**config.mk**
```make
export PLATFORM = sky130hd
export DESIGN_NAME = q_redis_seq
export DESIGN_NICKNAME = d
export VERILOG_FILES = /design/src/rtl/q_redis_pkg.sv /design/src/rtl/q_redis_phase_timer.sv /design/src/rtl/q_redis_seq.sv
export SDC_FILE = /design/constraint.sdc
export NUM_CORES = 1
export LEC_CHECK = 0
export ABC_AREA = 0
export CAP_MARGIN = 10
export CORE_AREA = 2 2 384 386
export DETAILED_ROUTE_END_ITERATION = 6
export DIE_AREA = 0 0 386 388
export PLACE_DENSITY = 0.38
export SYNTH_ARGS = -nofsm -noshare
export SYNTH_HDL_FRONTEND = slang
export SYNTH_SLANG_ARGS = --single-unit
```
**constraint.sdc**
```tcl
create_clock -name clk -period 27.4 [get_ports clk]
set_clock_uncertainty 0.05 [all_clocks]
set_input_delay 5.48 -clock clk [delete_from_list [all_inputs] [get_ports clk]]
set_output_delay 5.48 -clock clk [all_outputs]
set_load 0.01 [all_outputs]
```
**src/rtl/q_redis_pkg.sv**
```systemverilog
// Shared types and defaults for the charge-redistribution phase sequencer.
// Phase lengths are cycle counts; a length of 0 is treated as 1.
package q_redis_pkg;

   localparam int CNT_W_DEF = 4;

   localparam int DEF_PCH = 2;
   localparam int DEF_DRV = 2;
   localparam int DEF_SHR = 2;

   typedef enum logic [3:0] {
      S_IDLE  = 4'd0,
      S_RST   = 4'd1,
      S_GAP   = 4'd2,
      S_DRIVE = 4'd3,
      S_SHARE = 4'd4,
      S_SENSE = 4'd5,
      S_RESP  = 4'd6,
      S_WPCH  = 4'd7,
      S_WR    = 4'd8
   } state_e;

   typedef enum logic {
      OP_COMPUTE = 1'b0,
      OP_WRITE   = 1'b1
   } op_e;

endpackage

```
**src/rtl/q_redis_phase_timer.sv**
```systemverilog
// Loadable down-counter shared by every phase; o_done flags the last cycle
// of the current phase. A zero length behaves like a length of one.
module q_redis_phase_timer
   import q_redis_pkg::*;
#(
   parameter int CNT_W = CNT_W_DEF
) (
   input  logic             clk,
   input  logic             rst,
   input  logic             i_load,
   input  logic [CNT_W-1:0] i_len,
   output logic             o_done
);

   logic [CNT_W-1:0] r_cnt;

   // NOTE: sequential state uses non-blocking assignments so every register
   // samples pre-edge values regardless of block evaluation order.
   always_ff @(posedge clk or posedge rst) begin
      if (rst) begin
         r_cnt <= '0;
      end else if (i_load) begin
         r_cnt <= (i_len == '0) ? '0 : i_len - CNT_W'(1);
      end else if (r_cnt != '0) begin
         r_cnt <= r_cnt - CNT_W'(1);
      end
   end

   assign o_done = (r_cnt == '0);

endmodule

```
**src/rtl/q_redis_seq.sv**
```systemverilog
// Phase sequencer for the charge-redistribution compute SRAM macro: walks the
// macro through reset/drive/share/sense (or precharge/write) and returns the result.
module q_redis_seq
   import q_redis_pkg::*;
#(
   parameter int SRAM_ROWS = 128,
   parameter int SRAM_COLS = 32,
   parameter int CNT_W     = CNT_W_DEF
) (
   input  logic                 clk,
   input  logic                 rst,
   input  logic                 req_valid,
   output logic                 req_ready,
   input  logic                 req_op,
   input  logic [SRAM_ROWS-1:0] req_rows,
   input  logic                 req_wdata,
   input  logic [CNT_W-1:0]     cfg_pch,
   input  logic [CNT_W-1:0]     cfg_drv,
   input  logic [CNT_W-1:0]     cfg_shr,
   input  logic [SRAM_COLS-1:0] sa_out,
   output logic                 rsp_valid,
   input  logic                 rsp_ready,
   output logic [SRAM_COLS-1:0] rsp_data,
   output logic [SRAM_ROWS-1:0] VDR_SEL,
   output logic [SRAM_ROWS-1:0] VSS_SEL,
   output logic [SRAM_ROWS-1:0] VRST_SEL,
   output logic [SRAM_ROWS-1:0] VDR_SELB,
   output logic [SRAM_ROWS-1:0] VSS_SELB,
   output logic [SRAM_ROWS-1:0] VRST_SELB,
   output logic                 NF,
   output logic                 M2A,
   output logic                 R2A,
   output logic                 NFB,
   output logic                 M2AB,
   output logic                 R2AB,
   output logic                 PCH,
   output logic                 WR_DATA,
   output logic                 WRITE,
   output logic                 CSEL,
   output logic                 SAEN
);

   state_e r_state;
   state_e w_next;

   logic                 w_accept;
   logic                 w_load;
   logic [CNT_W-1:0]     w_len;
   logic                 w_done;

   logic [SRAM_ROWS-1:0] r_rows;
   logic                 r_wdata;
   logic [CNT_W-1:0]     r_drv;
   logic [CNT_W-1:0]     r_shr;

   logic [SRAM_ROWS-1:0] r_vdr_sel,  w_vdr_sel;
   logic [SRAM_ROWS-1:0] r_vss_sel,  w_vss_sel;
   logic [SRAM_ROWS-1:0] r_vrst_sel, w_vrst_sel;
   logic                 r_nf,  w_nf;
   logic                 r_m2a, w_m2a;
   logic                 r_r2a, w_r2a;
   logic                 r_pch, w_pch;
   logic                 r_wr_data, w_wr_data;
   logic                 r_write,   w_write;
   logic                 r_csel,    w_csel;
   logic                 r_saen,    w_saen;
   logic                 r_req_ready, w_req_ready;
   logic                 r_rsp_valid, w_rsp_valid;
   logic [SRAM_COLS-1:0] r_rsp_data;

   assign w_accept = (r_state == S_IDLE) && req_valid;

   q_redis_phase_timer #(
      .CNT_W (CNT_W)
   ) u_timer (
      .clk    (clk),
      .rst    (rst),
      .i_load (w_load),
      .i_len  (w_len),
      .o_done (w_done)
   );

   // The timer is reloaded on every transition with the length of the phase
   // being entered; single-cycle phases load zero.
   // NOTE: every signal assigned here gets a default first, so no path
   // through the case leaves it unassigned and no latch is inferred.
   always_comb begin
      w_next = r_state;
      w_load = 1'b0;
      w_len  = '0;
      case (r_state)
         S_IDLE: begin
            if (req_valid) begin
               w_next = (op_e'(req_op) == OP_WRITE) ? S_WPCH : S_RST;
               w_load = 1'b1;
               w_len  = cfg_pch;
            end
         end
         S_RST: begin
            if (w_done) begin
               w_next = S_GAP;
               w_load = 1'b1;
            end
         end
         S_GAP: begin
            w_next = S_DRIVE;
            w_load = 1'b1;
            w_len  = r_drv;
         end
         S_DRIVE: begin
            if (w_done) begin
               w_next = S_SHARE;
               w_load = 1'b1;
               w_len  = r_shr;
            end
         end
         S_SHARE: begin
            if (w_done) begin
               w_next = S_SENSE;
               w_load = 1'b1;
            end
         end
         S_SENSE: w_next = S_RESP;
         S_RESP: begin
            if (rsp_ready) w_next = S_IDLE;
         end
         S_WPCH: begin
            if (w_done) begin
               w_next = S_WR;
               w_load = 1'b1;
               w_len  = r_drv;
            end
         end
         S_WR: begin
            if (w_done) w_next = S_IDLE;
         end
         default: w_next = S_IDLE;
      endcase
   end

   // Decoding from the next state lets each phase's levels appear in the
   // very cycle the state is entered, while keeping every pin registered.
   always_comb begin
      w_vdr_sel   = '0;
      w_vss_sel   = '0;
      w_vrst_sel  = '0;
      w_nf        = 1'b0;
      w_m2a       = 1'b0;
      w_r2a       = 1'b0;
      w_pch       = 1'b0;
      w_wr_data   = 1'b0;
      w_write     = 1'b0;
      w_csel      = 1'b0;
      w_saen      = 1'b0;
      w_req_ready = 1'b0;
      w_rsp_valid = 1'b0;
      case (w_next)
         S_IDLE:  w_req_ready = 1'b1;
         S_RST: begin
            w_vrst_sel = '1;
            w_pch      = 1'b1;
         end
         S_DRIVE: begin
            w_vdr_sel = r_rows;
            w_vss_sel = ~r_rows;
            w_m2a     = 1'b1;
         end
         S_SHARE: begin
            w_r2a = 1'b1;
            w_nf  = 1'b1;
         end
         S_SENSE: begin
            w_saen = 1'b1;
            w_nf   = 1'b1;
         end
         S_RESP:  w_rsp_valid = 1'b1;
         S_WPCH:  w_pch = 1'b1;
         S_WR: begin
            w_write   = 1'b1;
            w_csel    = 1'b1;
            w_wr_data = r_wdata;
            w_vdr_sel = r_rows;
         end
         default: ;
      endcase
   end

   always_ff @(posedge clk or posedge rst) begin
      if (rst) begin
         r_state     <= S_IDLE;
         r_vdr_sel   <= '0;
         r_vss_sel   <= '0;
         r_vrst_sel  <= '0;
         r_nf        <= 1'b0;
         r_m2a       <= 1'b0;
         r_r2a       <= 1'b0;
         r_pch       <= 1'b0;
         r_wr_data   <= 1'b0;
         r_write     <= 1'b0;
         r_csel      <= 1'b0;
         r_saen      <= 1'b0;
         r_req_ready <= 1'b1;
         r_rsp_valid <= 1'b0;
      end else begin
         r_state     <= w_next;
         r_vdr_sel   <= w_vdr_sel;
         r_vss_sel   <= w_vss_sel;
         r_vrst_sel  <= w_vrst_sel;
         r_nf        <= w_nf;
         r_m2a       <= w_m2a;
         r_r2a       <= w_r2a;
         r_pch       <= w_pch;
         r_wr_data   <= w_wr_data;
         r_write     <= w_write;
         r_csel      <= w_csel;
         r_saen      <= w_saen;
         r_req_ready <= w_req_ready;
         r_rsp_valid <= w_rsp_valid;
      end
   end

   // The SENSE state always exits to RESP, so capturing here lands the
   // result on the edge that raises rsp_valid.
   always_ff @(posedge clk or posedge rst) begin
      if (rst) begin
         r_rsp_data <= '0;
      end else if (r_state == S_SENSE) begin
         r_rsp_data <= sa_out;
      end
   end

   // NOTE: the latched request fields carry no reset; they are only read in
   // states reachable after an accept, which always overwrites them first.
   always_ff @(posedge clk) begin
      if (w_accept) begin
         r_rows  <= req_rows;
         r_wdata <= req_wdata;
         r_drv   <= cfg_drv;
         r_shr   <= cfg_shr;
      end
   end

   assign req_ready = r_req_ready;
   assign rsp_valid = r_rsp_valid;
   assign rsp_data  = r_rsp_data;

   assign VDR_SEL   = r_vdr_sel;
   assign VSS_SEL   = r_vss_sel;
   assign VRST_SEL  = r_vrst_sel;
   assign VDR_SELB  = ~r_vdr_sel;
   assign VSS_SELB  = ~r_vss_sel;
   assign VRST_SELB = ~r_vrst_sel;

   assign NF   = r_nf;
   assign M2A  = r_m2a;
   assign R2A  = r_r2a;
   assign NFB  = ~r_nf;
   assign M2AB = ~r_m2a;
   assign R2AB = ~r_r2a;

   assign PCH     = r_pch;
   assign WR_DATA = r_wr_data;
   assign WRITE   = r_write;
   assign CSEL    = r_csel;
   assign SAEN    = r_saen;

endmodule

```
---- Word level (Yosys, flattened, before mapping) ----
Index checks and enable logic that the tools add are counted.
word-level totals
  output and inout bits ................... 813
  word-level logic and storage cells ...... 85
  bits in registers ....................... 570
  input bits .............................. 178
cells by class
  $add $sub $neg .......................... 2
  reductions and logical operators ........ 11
  bitwise operators ....................... 7
  eq/ne operators ......................... 15
  multiplexer cells ....................... 31
operators with widths
  kind                                                                number
  128-bit NOT                                                         4
  128-bit two-way mux                                                 3
  4-bit two-way mux                                                   13
  4-bit one-hot mux with 9 select lines                               1
  4-bit by 3-bit == test with 1-bit output, second input constant     8
  4-bit zero test                                                     4
  4-bit one-hot mux with 4 select lines                               1
  4-bit by 2-bit == test with 1-bit output, second input constant     3
  1-bit two-way mux                                                   11
  4-bit by 1-bit == test with 1-bit output, second input constant     2
  4-bit == test, second input constant                                2
  4-bit by 1-bit subtractor with 4-bit output, second input constant  2
  2-bit OR reduction                                                  3
  4-bit nonzero test                                                  1
  4-bit OR reduction                                                  1
  3-bit two-way mux                                                   1
  1-bit NOT                                                           3
  1-bit one-hot mux with 3 select lines                               1
  2-bit nonzero test                                                  1
  1-bit logical AND                                                   1

---- Depth between registers and ports, before layout ----
  depth in word-level cells ............... 6
  gate-level depth with buffers ........... 10
  gate-level depth less buffers ........... 7

---- Cells and area by module ----
From an unflattened synthesis, not the netlist that was laid out.
second synthesis, totals
  cell total of the unflattened synthesis .. 1396
  area total of the unflattened synthesis .. 17639.4 µm²
by module, submodules not included
  module               area each (µm²)  cells each  sequential area each (µm²)  times used
  q_redis_seq          17357.9          1367        11672.4                     1
  q_redis_phase_timer  281.5            29          100.1                       1

---- Least setup slack after synthesis ----
No wires, ideal clock.
  path kind ............................... input to register
  start ................................... input port req_valid
  end ..................................... register u_timer.r_cnt[0]
  slack ................................... 10.057 ns
  arrival ................................. 17.161 ns
  cell stages on the path ................. 4
  setup time .............................. 0.131 ns
  required time ........................... 27.219 ns
  buffers on the path ..................... 0
  cells stage by stage .................... inv_1 nor3_1 a222oi_1 a32o_1
on the way
  cells in the longest elaborated chain, start to end .. 5
  elaborated cells between the ends (all ways) .. 9
  those cells by class .................... add/sub (1); mux (6); reduce/logical (2)
ends and longest elaborated chain
  item                                                                                   line                       RTL
  from (decl)                                                                            q_redis_seq.sv:12          input logic req_valid,
  4-bit two-way mux                                                                      q_redis_seq.sv:93          if (req_valid) begin
  4-bit one-hot mux with 4 select lines                                                  q_redis_seq.sv:91          case (r_state)
  4-bit by 1-bit subtractor with 4-bit output / 4-bit zero test (equally long branches)  q_redis_phase_timer.sv:23  r_cnt <= (i_len == '0) ? '0 : i_len - CNT_W'(1);
  4-bit two-way mux                                                                      q_redis_phase_timer.sv:23
  4-bit two-way mux                                                                      q_redis_phase_timer.sv:22  end else if (i_load) begin
  to (signal assigned)                                                                   q_redis_phase_timer.sv:23
  to (signal assigned)                                                                   q_redis_phase_timer.sv:25  r_cnt <= r_cnt - CNT_W'(1);
  to (decl)                                                                              q_redis_phase_timer.sv:15  logic [CNT_W-1:0] r_cnt;
Parallel ways exist; a longest one is shown, timed or not.
A chain may end at the register's enable or synchronous reset.

==> run metrics <==
vias in the first global route=12285; H-tree depth=2; CP endpoint kind=output pin; crit-path cells=buf_4, clkdlybuf4s50_1; Worst Hold Path EP=VSS_SEL[93]; EDFF count, synth=137; warnings from Yosys=0; gr ovfl total=0; area leader, netlist=dfrtp_1; Die W=386 um; depth of the worst register-to-register path=9; unrepaired setup endpoints after global routing=false; CTS tree=done; nets=2320; hold wc startpoint=r_rows[93]; Hold Crit Depth=1; Top delay family on crit path=buffers and inverters; initial core utilization=0.118; worst r2r src=u_timer.r_cnt[0]; layout cells sized above 1=0.0677; die height=388 um; Tot GR Track Use=0.104; multiplexer area fraction after synthesis=0.0211; Area contributors post-synth=dfrtp_1 (45%), edfxtp_1 (24%), buf_4 (12%); Area growth, synth to finish=71.0%; pin count of the biggest net entering global routing=129; DRT Pass-1 Iters=4; Rel. slew slack=0.288; worst-margin pin slew=1070 ps; Fin. Hold Viols=0; Max Cap Violations=0; final cell count without fillers=4110; clock slew at reported path FFs=60 ps; Avg Cell Area, Syn=12.5 um2; gpl congestion=0.742; post-CTS sizing=0; simple-gate share of the synthesized area=0.0913; post-synthesis register bit count=443; io pins=991; final setup TNS=0 ps; Worst Slack Setup Final=19020 ps; Critical Path RT=21870 ps; number of buffers created by CTS=53; number of antenna violations at the first check in global routing=30; Worst-Skew Late Latency=620 ps; Post-Synthesis Cells=1374; final setup vio count=0; crit-path max cell delay=810 ps; CTS Hold Bufs=0; Core Area=145000 um2; CP startpoint kind=flip-flop; CTS root buffer=clkbuf_16; slowest cell on the critical path=buf_4; Port Buffers=990; 1st-iter DRT viols=426; die area=150000 um2; vias per std cell=2.90; status=finished clean; DRT antenna net count=0; ys flop type=dfrtp_1; dpl hpwl=64500 um; dpl ws=18570 ps; Placed Cells incl. Taps=4003; CP Buf/Inv Count=2; max frequency=119 MHz; WL/cell=19.7 um; post-synthesis xor/xnor area fraction=0.00102; post-synth top area share=0.446; setup repair bufs after CTS=0; Tcrit/Tclk final=0.306; data arrival time of the worst path=2850 ps; sequential fraction of the synthesis area=0.688; HP Class=reg2reg; Pleak=0.0114 uW; Clock Path Buffers=3; FF-to-FF setup slack=23350 ps; VDD IR max=0.0816 mV; crit path max fanout=100; Yosys cell types=42; first-pass GRT wire length=106000 um; count of clock tree sinks=443; min Tclk post-route=8380 ps; via count=11907; Routed Wire Length=80900 um; largest family of logic cells by synthesized area=buffers and inverters; syn_nets=1553; post-synthesis compound-gate area fraction=0.0155; Rows=140; worst r2r dst=VSS_SEL[73]; area share of fa/ha/maj cells after synthesis=0.000731; CP Class=reg2out; DRC Markers=0; Cell Pwr Density=106 nW/um2; Syn Std Cell Area=17100 um2; Max Slew Vio Count=0; asr flop ratio synth=0.691
## kinds of logic after synthesis
logic type,Yosys count
AOI/OAI and AO/OA,32
buffers and inverters,560
adders and majority gates,1
muxes,32
DFF,443
and+or+nand+nor,304
xor gates and xnor gates,2
## registers in the layout, indices dropped and copies added, names as in the netlist, 4 cells and up
register	flops
r_state	4
r_shr	4
VSS_SEL	128
r_drv	4
u_timer.r_cnt	4
rsp_data	32
r_rows	128
VDR_SEL	128
## synth_stat cells (all sizes together), types with 2 or more instances
| master | number |
|---|---|
| dfrtp | 305 |
| buf | 288 |
| inv | 268 |
| edfxtp | 137 |
| nor2 | 137 |
| nor2b | 129 |
| mux2 | 32 |
| o21ai | 11 |
| nor3 | 9 |
| nand2 | 8 |
| a21oi | 5 |
| a221o | 4 |
| clkbuf | 4 |
| or2 | 4 |
| nand2b | 3 |
| nand3 | 3 |
| nand4b | 3 |
| a222oi | 2 |
| a31oi | 2 |
| nor3b | 2 |
| or3b | 2 |
| xor2 | 2 |
## worst register-to-register path: stages (launching register included)
cell     delay (ps)
dfrtp_1         370
inv_1            70
ha_1            230
or3b_1          590
nor3_1          140
or4_4           610
nand3_4         100
buf_4           760
buf_4           800
nor2_1          170
## cell usage in the layout (no fill, tap or decap), types with 5 or more instances in the layout
cell	Yosys	final
a21oi_1	5	5
buf_4	263	14
clkbuf_1	4	14
clkbuf_16	0	56
clkbuf_8	0	13
clkdlybuf4s50_1	0	990
clkinv_2	0	7
dfrtp_1	305	304
diode_2	0	7
edfxtp_1	137	137
inv_1	268	266
mux2_2	32	32
nand2_1	8	8
nor2_1	137	136
nor2b_1	129	129
nor3_1	7	6
o21ai_0	9	9
## area by class of cell
| type | instances | area (um2) |
|---|---|---|
| Inverter | 268 | 1010 |
| Clock buffer | 83 | 1630 |
| Sequential cell | 443 | 11800 |
| Tap cell | 1917 | 2400 |
| Clock inverter | 17 | 155 |
| Timing Repair Buffer | 1004 | 10000 |
| Multi-Input combinational cell | 371 | 2250 |
| Antenna cell | 7 | 17.5 |
| Fill cell | 15657 | 116000 |
## worst max-delay path by stage
stage                             start          endpoint  slack, ps  cells after the start
after floorplan               req_valid  u_timer.r_cnt[0]      10060                      4
after global placement        req_valid       VSS_SEL[22]      18580                      8
after detailed placement      req_valid       VSS_SEL[27]      18570                      8
after CTS                 VRST_SEL[126]      VRST_SEL[40]      18880                      2
after global routing      VRST_SEL[126]    VRST_SELB[116]      18770                      3
final                     VRST_SEL[126]      VRST_SEL[40]      19020                      2
## power by group
part           switching (uW)  total, uW  internal, uW
Clock                     301        714           413
Sequential                130        975           845
Combinational             700       1410           711
## per-layer routing
layer  part of all wire  up-vias  track usage
li1                   -     5428            -
met1               0.38     5802        0.116
met2               0.54      563        0.199
met3              0.050      112       0.0186
met4              0.027        2       0.0260
met5            0.00020        -            0
## metrics by stage
stage | area (um2) | total power [uW] | hold slack (ps) | util
2_1_floorplan | 17100 | 1740 | 347 | -
3_3_place_gp | 27500 | 2450 | 353 | 0.189
3_5_place_dp | 27500 | 2440 | 355 | 0.189
4_1_cts | 29200 | 3190 | 360 | 0.201
5_1_grt | 29200 | 3300 | 366 | 0.201
6_report | 29300 | 3100 | 360 | 0.201
No activity file was read; power rests on OpenSTA's default activity.
